==> config.mk <==
export PLATFORM = sky130hd
export DESIGN_NAME = joltage_stream_tx_flat
export DESIGN_NICKNAME = d
export VERILOG_FILES = /design/src/rtl/joltage_pkg.sv /design/src/rtl/joltage_stream_tx_if.sv /design/src/rtl/joltage_stream_tx_classifier.sv /design/src/rtl/joltage_stream_tx.sv /design/src/flat_wrapper.sv
export SDC_FILE = /design/constraint.sdc
export NUM_CORES = 1
export LEC_CHECK = 0
export ABC_AREA = 1
export CAP_MARGIN = 20
export CORE_MARGIN = 2
export CORE_UTILIZATION = 25
export DETAILED_ROUTE_END_ITERATION = 8
export HOLD_SLACK_MARGIN = 0.02
export SYNTH_ARGS = -nofsm -noshare
export SYNTH_HDL_FRONTEND = slang
export SYNTH_HIERARCHICAL = 1
export SYNTH_SLANG_ARGS = --single-unit
==> constraint.sdc <==
create_clock -name clk -period 3.1 [get_ports clk]
set_clock_uncertainty 0.15 [all_clocks]
set_input_delay 0.62 -clock clk [delete_from_list [all_inputs] [get_ports clk]]
set_output_delay 0.62 -clock clk [all_outputs]
set_load 0.03 [all_outputs]
==> src/rtl/joltage_pkg.sv <==
// Shared constants and types for the joltage byte-stream producer.
// Character codes, FSM states, byte classes and error bit positions.
package joltage_pkg;

  localparam int JW = 4;

  localparam logic [7:0] CHAR_NL      = 8'h0A;
  localparam logic [7:0] CHAR_CR      = 8'h0D;
  localparam logic [7:0] CHAR_ZERO    = 8'h30;
  localparam logic [7:0] CHAR_NINE    = 8'h39;
  localparam logic [7:0] DEF_END_CHAR = 8'h04;

  localparam int ERR_ILLEGAL = 0;
  localparam int ERR_SHORT   = 1;
  localparam int ERR_LONG    = 2;
  localparam int NERR        = 3;

  typedef enum logic [1:0] {
    IDLE,
    IN_BANK,
    EMIT_END,
    DONE
  } state_e;

  typedef enum logic [2:0] {
    CLS_DIGIT,
    CLS_NL,
    CLS_CR,
    CLS_END,
    CLS_ILLEGAL
  } cls_e;

  typedef struct packed {
    logic [JW-1:0] jolt;
    logic          valid;
    logic          bank_end;
    logic          eop;
  } beat_t;

endpackage

==> src/rtl/joltage_stream_tx_if.sv <==
// Byte-in / beat-out bundle of the joltage stream producer.
// The master drives bytes and observes beats; the slave is the producer.
interface joltage_stream_tx_if;
  import joltage_pkg::*;

  logic [7:0]    rx_data;
  logic          rx_valid;
  logic          rx_ready;
  logic [JW-1:0] joltage_out;
  logic          joltage_out_valid;
  logic          bank_end;
  logic          end_of_puzzle_tx;

  modport master (
    output rx_data,
    output rx_valid,
    input  rx_ready,
    input  joltage_out,
    input  joltage_out_valid,
    input  bank_end,
    input  end_of_puzzle_tx
  );

  modport slave (
    input  rx_data,
    input  rx_valid,
    output rx_ready,
    output joltage_out,
    output joltage_out_valid,
    output bank_end,
    output end_of_puzzle_tx
  );

endinterface

==> src/rtl/joltage_stream_tx_classifier.sv <==
// Maps one ASCII byte to its class and digit value.
// The end character wins over every other class.
module ascii_char_classifier
  import joltage_pkg::*;
#(
  parameter logic [7:0] END_CHAR = DEF_END_CHAR
) (
  input  logic [7:0]    char_i,
  output cls_e          cls_o,
  output logic [JW-1:0] val_o
);

  logic is_end;
  logic is_dig;
  logic is_nl;
  logic is_cr;

  always_comb begin
    is_end = (char_i == END_CHAR);
    is_dig = !is_end
           && (char_i > CHAR_ZERO)
           && (char_i <= CHAR_NINE);
    is_nl  = !is_end && (char_i == CHAR_NL);
    is_cr  = !is_end && (char_i == CHAR_CR);
  end

  always_comb begin
    cls_o = CLS_ILLEGAL;
    val_o = '0;
    unique case (1'b1)
      is_end: cls_o = CLS_END;
      is_dig: begin
        cls_o = CLS_DIGIT;
        val_o = char_i[JW-1:0];
      end
      is_nl:  cls_o = CLS_NL;
      is_cr:  cls_o = CLS_CR;
      default: cls_o = CLS_ILLEGAL;
    endcase
  end

endmodule

==> src/rtl/joltage_stream_tx.sv <==
// Turns the ASCII puzzle stream into registered joltage beats,
// bank-end markers and a final end-of-puzzle beat.
module joltage_stream_tx
  import joltage_pkg::*;
#(
  parameter logic [7:0] END_CHAR        = DEF_END_CHAR,
  parameter int         MAX_BANK_DIGITS = 100
) (
  input  logic            clk,
  input  logic            reset,
  joltage_stream_tx_if.slave bus,
  output logic [15:0]     bank_count,
  output logic [NERR-1:0] parse_error,
  output logic            done
);

  state_e          state_q, state_d;
  logic [7:0]      cnt_q, cnt_d;
  logic [7:0]      cnt_inc;
  beat_t           beat_q, beat_d;
  logic [15:0]     bc_q, bc_d;
  logic [NERR-1:0] err_q, err_d;
  logic            done_q, done_d;
  logic            rdy_q, rdy_d;
  logic            accept;
  cls_e            cls;
  logic [JW-1:0]   val;

  ascii_char_classifier #(
    .END_CHAR(END_CHAR)
  ) u_cls (
    .char_i(bus.rx_data),
    .cls_o (cls),
    .val_o (val)
  );

  assign accept  = bus.rx_valid & rdy_q;
  assign cnt_inc = (cnt_q == 8'hFF) ? cnt_q : cnt_q + 8'd1;

  always_comb begin
    state_d = state_q;
    cnt_d   = cnt_q;
    beat_d  = '0;
    bc_d    = bc_q;
    err_d   = err_q;
    unique case (state_q)
      IDLE: begin
        if (accept) begin
          unique case (cls)
            CLS_DIGIT: begin
              beat_d.jolt  = val;
              beat_d.valid = 1'b1;
              cnt_d        = 8'd1;
              state_d      = IN_BANK;
            end
            CLS_END: begin
              beat_d.valid = 1'b1;
              beat_d.eop   = 1'b1;
              state_d      = DONE;
            end
            CLS_ILLEGAL: err_d[ERR_ILLEGAL] = 1'b1;
            default: ;
          endcase
        end
      end
      IN_BANK: begin
        if (accept) begin
          unique case (cls)
            CLS_DIGIT: begin
              beat_d.jolt  = val;
              beat_d.valid = 1'b1;
              cnt_d        = cnt_inc;
              if (int'(cnt_inc) > MAX_BANK_DIGITS)
                err_d[ERR_LONG] = 1'b1;
            end
            CLS_NL, CLS_END: begin
              // EOT closes the open bank first; the end beat follows
              beat_d.valid    = 1'b1;
              beat_d.bank_end = 1'b1;
              bc_d            = bc_q + 16'd1;
              cnt_d           = '0;
              if (cnt_q < 8'd2)
                err_d[ERR_SHORT] = 1'b1;
              state_d = (cls == CLS_END) ? EMIT_END : IDLE;
            end
            CLS_ILLEGAL: err_d[ERR_ILLEGAL] = 1'b1;
            default: ;
          endcase
        end
      end
      EMIT_END: begin
        beat_d.valid = 1'b1;
        beat_d.eop   = 1'b1;
        state_d      = DONE;
      end
      DONE: ;
    endcase
  end

  always_comb begin
    rdy_d  = (state_d == IDLE) || (state_d == IN_BANK);
    done_d = (state_d == DONE);
  end

  always_ff @(posedge clk) begin
    if (reset) begin
      state_q <= IDLE;
      cnt_q   <= '0;
      beat_q  <= '0;
      bc_q    <= '0;
      err_q   <= '0;
      done_q  <= 1'b0;
      rdy_q   <= 1'b1;
    end else begin
      state_q <= state_d;
      cnt_q   <= cnt_d;
      beat_q  <= beat_d;
      bc_q    <= bc_d;
      err_q   <= err_d;
      done_q  <= done_d;
      rdy_q   <= rdy_d;
    end
  end

  assign bus.rx_ready          = rdy_q;
  assign bus.joltage_out       = beat_q.jolt;
  assign bus.joltage_out_valid = beat_q.valid;
  assign bus.bank_end          = beat_q.bank_end;
  assign bus.end_of_puzzle_tx  = beat_q.eop;
  assign bank_count            = bc_q;
  assign parse_error           = err_q;
  assign done                  = done_q;

endmodule

==> src/flat_wrapper.sv <==
// flat-port wrapper written by rule: the top's interface ports become plain ports
module joltage_stream_tx_flat import joltage_pkg::*;
#(
  parameter logic [7:0] END_CHAR        = DEF_END_CHAR,
  parameter int         MAX_BANK_DIGITS = 100
)
  (clk, reset, bank_count, parse_error, done, bus_rx_data, bus_rx_valid, bus_rx_ready, bus_joltage_out, bus_joltage_out_valid, bus_bank_end, bus_end_of_puzzle_tx);
  joltage_stream_tx_if bus_i ();
  input  logic clk;
  input  logic reset;
  output logic [15:0] bank_count;
  output logic [NERR-1:0] parse_error;
  output logic done;
  input wire logic [$bits(bus_i.rx_data)-1:0] bus_rx_data;
  input wire logic [$bits(bus_i.rx_valid)-1:0] bus_rx_valid;
  output wire logic [$bits(bus_i.rx_ready)-1:0] bus_rx_ready;
  output wire logic [$bits(bus_i.joltage_out)-1:0] bus_joltage_out;
  output wire logic [$bits(bus_i.joltage_out_valid)-1:0] bus_joltage_out_valid;
  output wire logic [$bits(bus_i.bank_end)-1:0] bus_bank_end;
  output wire logic [$bits(bus_i.end_of_puzzle_tx)-1:0] bus_end_of_puzzle_tx;
  assign bus_i.rx_data = bus_rx_data;
  assign bus_i.rx_valid = bus_rx_valid;
  assign bus_rx_ready = bus_i.rx_ready;
  assign bus_joltage_out = bus_i.joltage_out;
  assign bus_joltage_out_valid = bus_i.joltage_out_valid;
  assign bus_bank_end = bus_i.bank_end;
  assign bus_end_of_puzzle_tx = bus_i.end_of_puzzle_tx;
  joltage_stream_tx #(.END_CHAR(END_CHAR), .MAX_BANK_DIGITS(MAX_BANK_DIGITS)) u_core (.clk(clk), .reset(reset), .bus(bus_i), .bank_count(bank_count), .parse_error(parse_error), .done(done));
endmodule
==> summary.md <==
Clock-pin slew was measured on the worst setup and hold paths at 0.08 ns. The clock tree buffer depth is 2, and the routed length per instance is 10.7 µm. Of the total power, the clock network draws 44.5%.

Walking the worst path, the cells encountered are clkdlybuf4s50_1 > nor2_1 > inv_1 > nor2_1 > nand2_1 > nand2_1 > nor2_2 > inv_1 > nand2_1 > nor2_4 > nand2_4 > nor2_4 > nand4_2 > nor2_1 > nand2_1 > o21ai_0 > nor2_1. For the pin with the worst max-slew slack, the measured transition is 0.436 ns. The via-per-instance ratio works out to 4.38. Once the floorplan was initialized, standard cells occupied 26.0% of the core. The routed via count was 1937; the depth of the worst register-to-register path was 13. The logs give 2 for the H-tree depth reported by CTS and 1.12 nW for the leakage dissipation. In the final layout, the share of cells above drive strength 1 is 9.41%. Counting flops with an async set or reset pin after synthesis yields a share of 0%. The post-synthesis net count is 311, and the sequential element share of the synthesized area is 37.5%.

Final non-filler cell total: 442. The worst setup path is captured at a flop. The wire length after detailed routing is 4.74 mm, and the half-perimeter wire length after detailed placement is 3.48 mm. Entering global routing, the biggest net connects 20 pins. The worst register-to-register path begins at u_core/cnt_q[0]. For the weighted congestion reported at the end of routability-driven placement, the log shows 0.810. The number of different library cells in the post-synthesis netlist is 35. The number of buffers and inverters on the critical path is 3.

The net count of the finished layout is 353. The die width works out to 94.1 µm. The count of antenna diodes in the layout was 0.

IR analysis of the VDD net gives a maximum drop of 147 µV. The largest incremental delay on the critical path works out to 0.47 ns. Among cell families on the critical path, the largest total delay comes from simple AND/OR/NAND/NOR gates. Buffers inserted to repair hold after CTS numbered 0. The switching power of the nets came out at 0.000208 W. Setup repair after global routing left no endpoint under its margin. Post-synthesis average cell area: 6.81 µm². The first-pass GRT wire length is 8.18 mm, and the final period demand of the worst path is 2.60 ns. The number of buffers inserted to repair setup after CTS was 0. The top cell type by total area after synthesis is sky130_fd_sc_hd__dfxtp_1. The logs give 0 for the hold violation total from the final report and 3.15 ns for the data required time at the worst endpoint. In this run, placement finished with an instance count of 435. In this run the tightest slew margin relative to its limit is 70.9%. In this run the cell area of the synthesized design comes to 2030 µm². In this run the standard cell core region covers 7810 µm². After layout, the worst path uses 83.9% of the clock period.

For flop-to-flop paths, the worst setup slack is 1.21 ns. Data on the critical path arrives at its endpoint at 2.65 ns. Across all hold checks on the routed design, the worst slack comes to 0.324 ns.

The synthesis-to-layout area growth came out at 29.7%. Detailed-routing iteration count for the pre-antenna-repair pass: 4. The switching fraction of total power works out to 21.3%. Kind of critical path: in -> reg. The logic depth of the worst path, buffers included is 17.

In the post-synthesis netlist, the cell with the most instances is sky130_fd_sc_hd__nand2_1. The worst-skew pair later-pin latency was 0.30 ns; the number of warnings issued by yosys was 6. Max-cap violations in this run came to 0. In this run the worst setup path terminates at u_core/bank_count[14]. Tracing the worst setup path back leads to its startpoint at bus_rx_data[1]. Setup violations remaining at the end of the flow were counted as 0.

Slowest stage cell on the critical path: sky130_fd_sc_hd__clkdlybuf4s50_1. Summed over all layers, the global routing overflow is 0. Based on the critical path, the design can be clocked at up to 385 MHz.

The post-synthesis register bit count is 38, and the number of clock sinks seen by CTS is 38. The tools report the number of DRC markers after the initial detailed-route iteration as 91. Input and output buffers added on the ports amount to 38. Area share of the largest cell type after synthesis: 37.5%. In this run the worst hold path is classified as reg -> reg. Summed over all failing endpoints, the final setup total negative slack is 0 ns. The run gives 0.000770 W as the internal power of the cells. Clock tree synthesis selected as its root buffer the cell sky130_fd_sc_hd__clkbuf_8.

Sequential group share of total power: 50.3%. Ranked by total cell area, the synthesized netlist is headed by sky130_fd_sc_hd__dfxtp_1, sky130_fd_sc_hd__nand2_1, sky130_fd_sc_hd__inv_1. The commonest cells after synthesis are sky130_fd_sc_hd__nand2_1, sky130_fd_sc_hd__inv_1, sky130_fd_sc_hd__dfxtp_1, sky130_fd_sc_hd__nor2_1, sky130_fd_sc_hd__a21oi_1. For the count of standard-cell rows, the log shows 32. The tools report the synthesized instance count as 298. The count of pins on the block boundary was 39; the power density of the placed cells was 371 nW/µm². The flow ran to the end, and the final reports show no timing, DRC or antenna violations. The number of global-route vias before repair is 1813. The count of final max-slew check failures is 0.

TritonCTS built the clock tree. The initial antenna violation count came out at 0. The run gives 5.2% as the fraction of power consumed by combinational cells. Type of element launching the critical path: an input port. The worst register-to-register path ends at u_core/parse_error[2]. Prevailing post-synth register cell: sky130_fd_sc_hd__dfxtp_1. Number of clock buffers inserted by TritonCTS: 5. Count of instances resized after the clock tree is built: 0. For the remaining design rule violation count, the log shows 0. Yosys mapped a number of flops with a built-in enable equal to 0. From bottom edge to top edge, the die measures 94.1 µm. Along the worst path, the maximum fanout reaches 6.

The die covers 8860 µm². The logs give 0 for the remaining antenna violation count and 11.7% for the aggregate global-route resource usage.
[metal layers]
layer / GRT usage, % / vias to the layer above / wire, µm
met1: 14.7 / 863 / 2270
met2: 19.0 / 43 / 2210
met4: 3.26 / 0 / 55
li1: - / 1027 / -
met5: 0 / - / 0
met3: 3.93 / 4 / 205
[cell usage in the layout (no fill, tap or decap), drive strengths merged, types with 2 or more instances in the layout]
cell	n
nand2	79
inv	54
nor2	41
clkdlybuf4s50	38
dfxtp	38
a21oi	23
nand3	15
o21ai	14
nor3	11
clkbuf	6
nand4	4
o21a	2
a31oi	2
a221oi	2
ha	2
[power groups by stage]
stage / combinational [W] / clock [W] / sequential (W)
floorplan: 0.0000244 / 0 / 0.000506
global placement: 0.0000504 / 0 / 0.000503
detailed placement: 0.0000513 / 0 / 0.000503
CTS: 0.0000514 / 0.000448 / 0.000491
global route: 0.0000571 / 0.000473 / 0.000492
finish: 0.0000509 / 0.000436 / 0.000491
[flip-flops by register name (all words and copies together), names as in the netlist]
signal                        flops
u_core/done                       1
u_core/state_q                    2
u_core/bus.joltage_out_valid      1
u_core/bus.end_of_puzzle_tx       1
u_core/cnt_q                      8
u_core/bus.joltage_out            4
u_core/bus.bank_end               1
u_core/bank_count                16
u_core/parse_error                3
u_core/bus.rx_ready               1
[stage by stage]
step / setup WS (ns) / power (W) / cell area, µm² / utilization [%]
2_1_floorplan: 0.829 / 0.000530 / 2030 / -
6_report: 0.500 / 0.000978 / 2630 / 33.7
5_1_grt: 0.211 / 0.00102 / 2630 / 33.7
3_3_place_gp: 0.217 / 0.000553 / 2520 / 32.3
4_1_cts: 0.494 / 0.000990 / 2630 / 33.7
3_5_place_dp: 0.177 / 0.000554 / 2520 / 32.3
[layout make-up]
class | instances | area, µm²
clock inverters | 1 | 30.0
fillers | 833 | 5170
inverters | 54 | 208
well taps | 102 | 128
flip-flops and latches | 38 | 761
clock buffers | 6 | 82.6
repair buffers | 39 | 388
multi-input cells | 202 | 1040
[worst min path at each step]
| stage | cells after the start | start | endpoint | slack [ns] |
|---|---|---|---|---|
| after global routing | 1 | u_core/parse_error[0] | u_core/parse_error[0] | 0.34 |
| after floorplan | 1 | u_core/state_q[0] | u_core/bus.joltage_out_valid | 0.33 |
| after detailed placement | 1 | u_core/parse_error[0] | u_core/parse_error[0] | 0.31 |
| after global placement | 1 | u_core/parse_error[0] | u_core/parse_error[0] | 0.31 |
| final | 1 | u_core/parse_error[0] | u_core/parse_error[0] | 0.32 |
| after CTS | 1 | u_core/parse_error[0] | u_core/parse_error[0] | 0.33 |
[logic make-up after synthesis]
group	synth area share [%]
AND/OR/NAND/NOR	35.7
buffers and inverters	11.5
XOR/XNOR	0.863
flip-flops	37.5
AO/OA/AOI/OAI	13.3
adder cells (fa/ha/maj)	1.23
(Power assumes the default switching activity.)
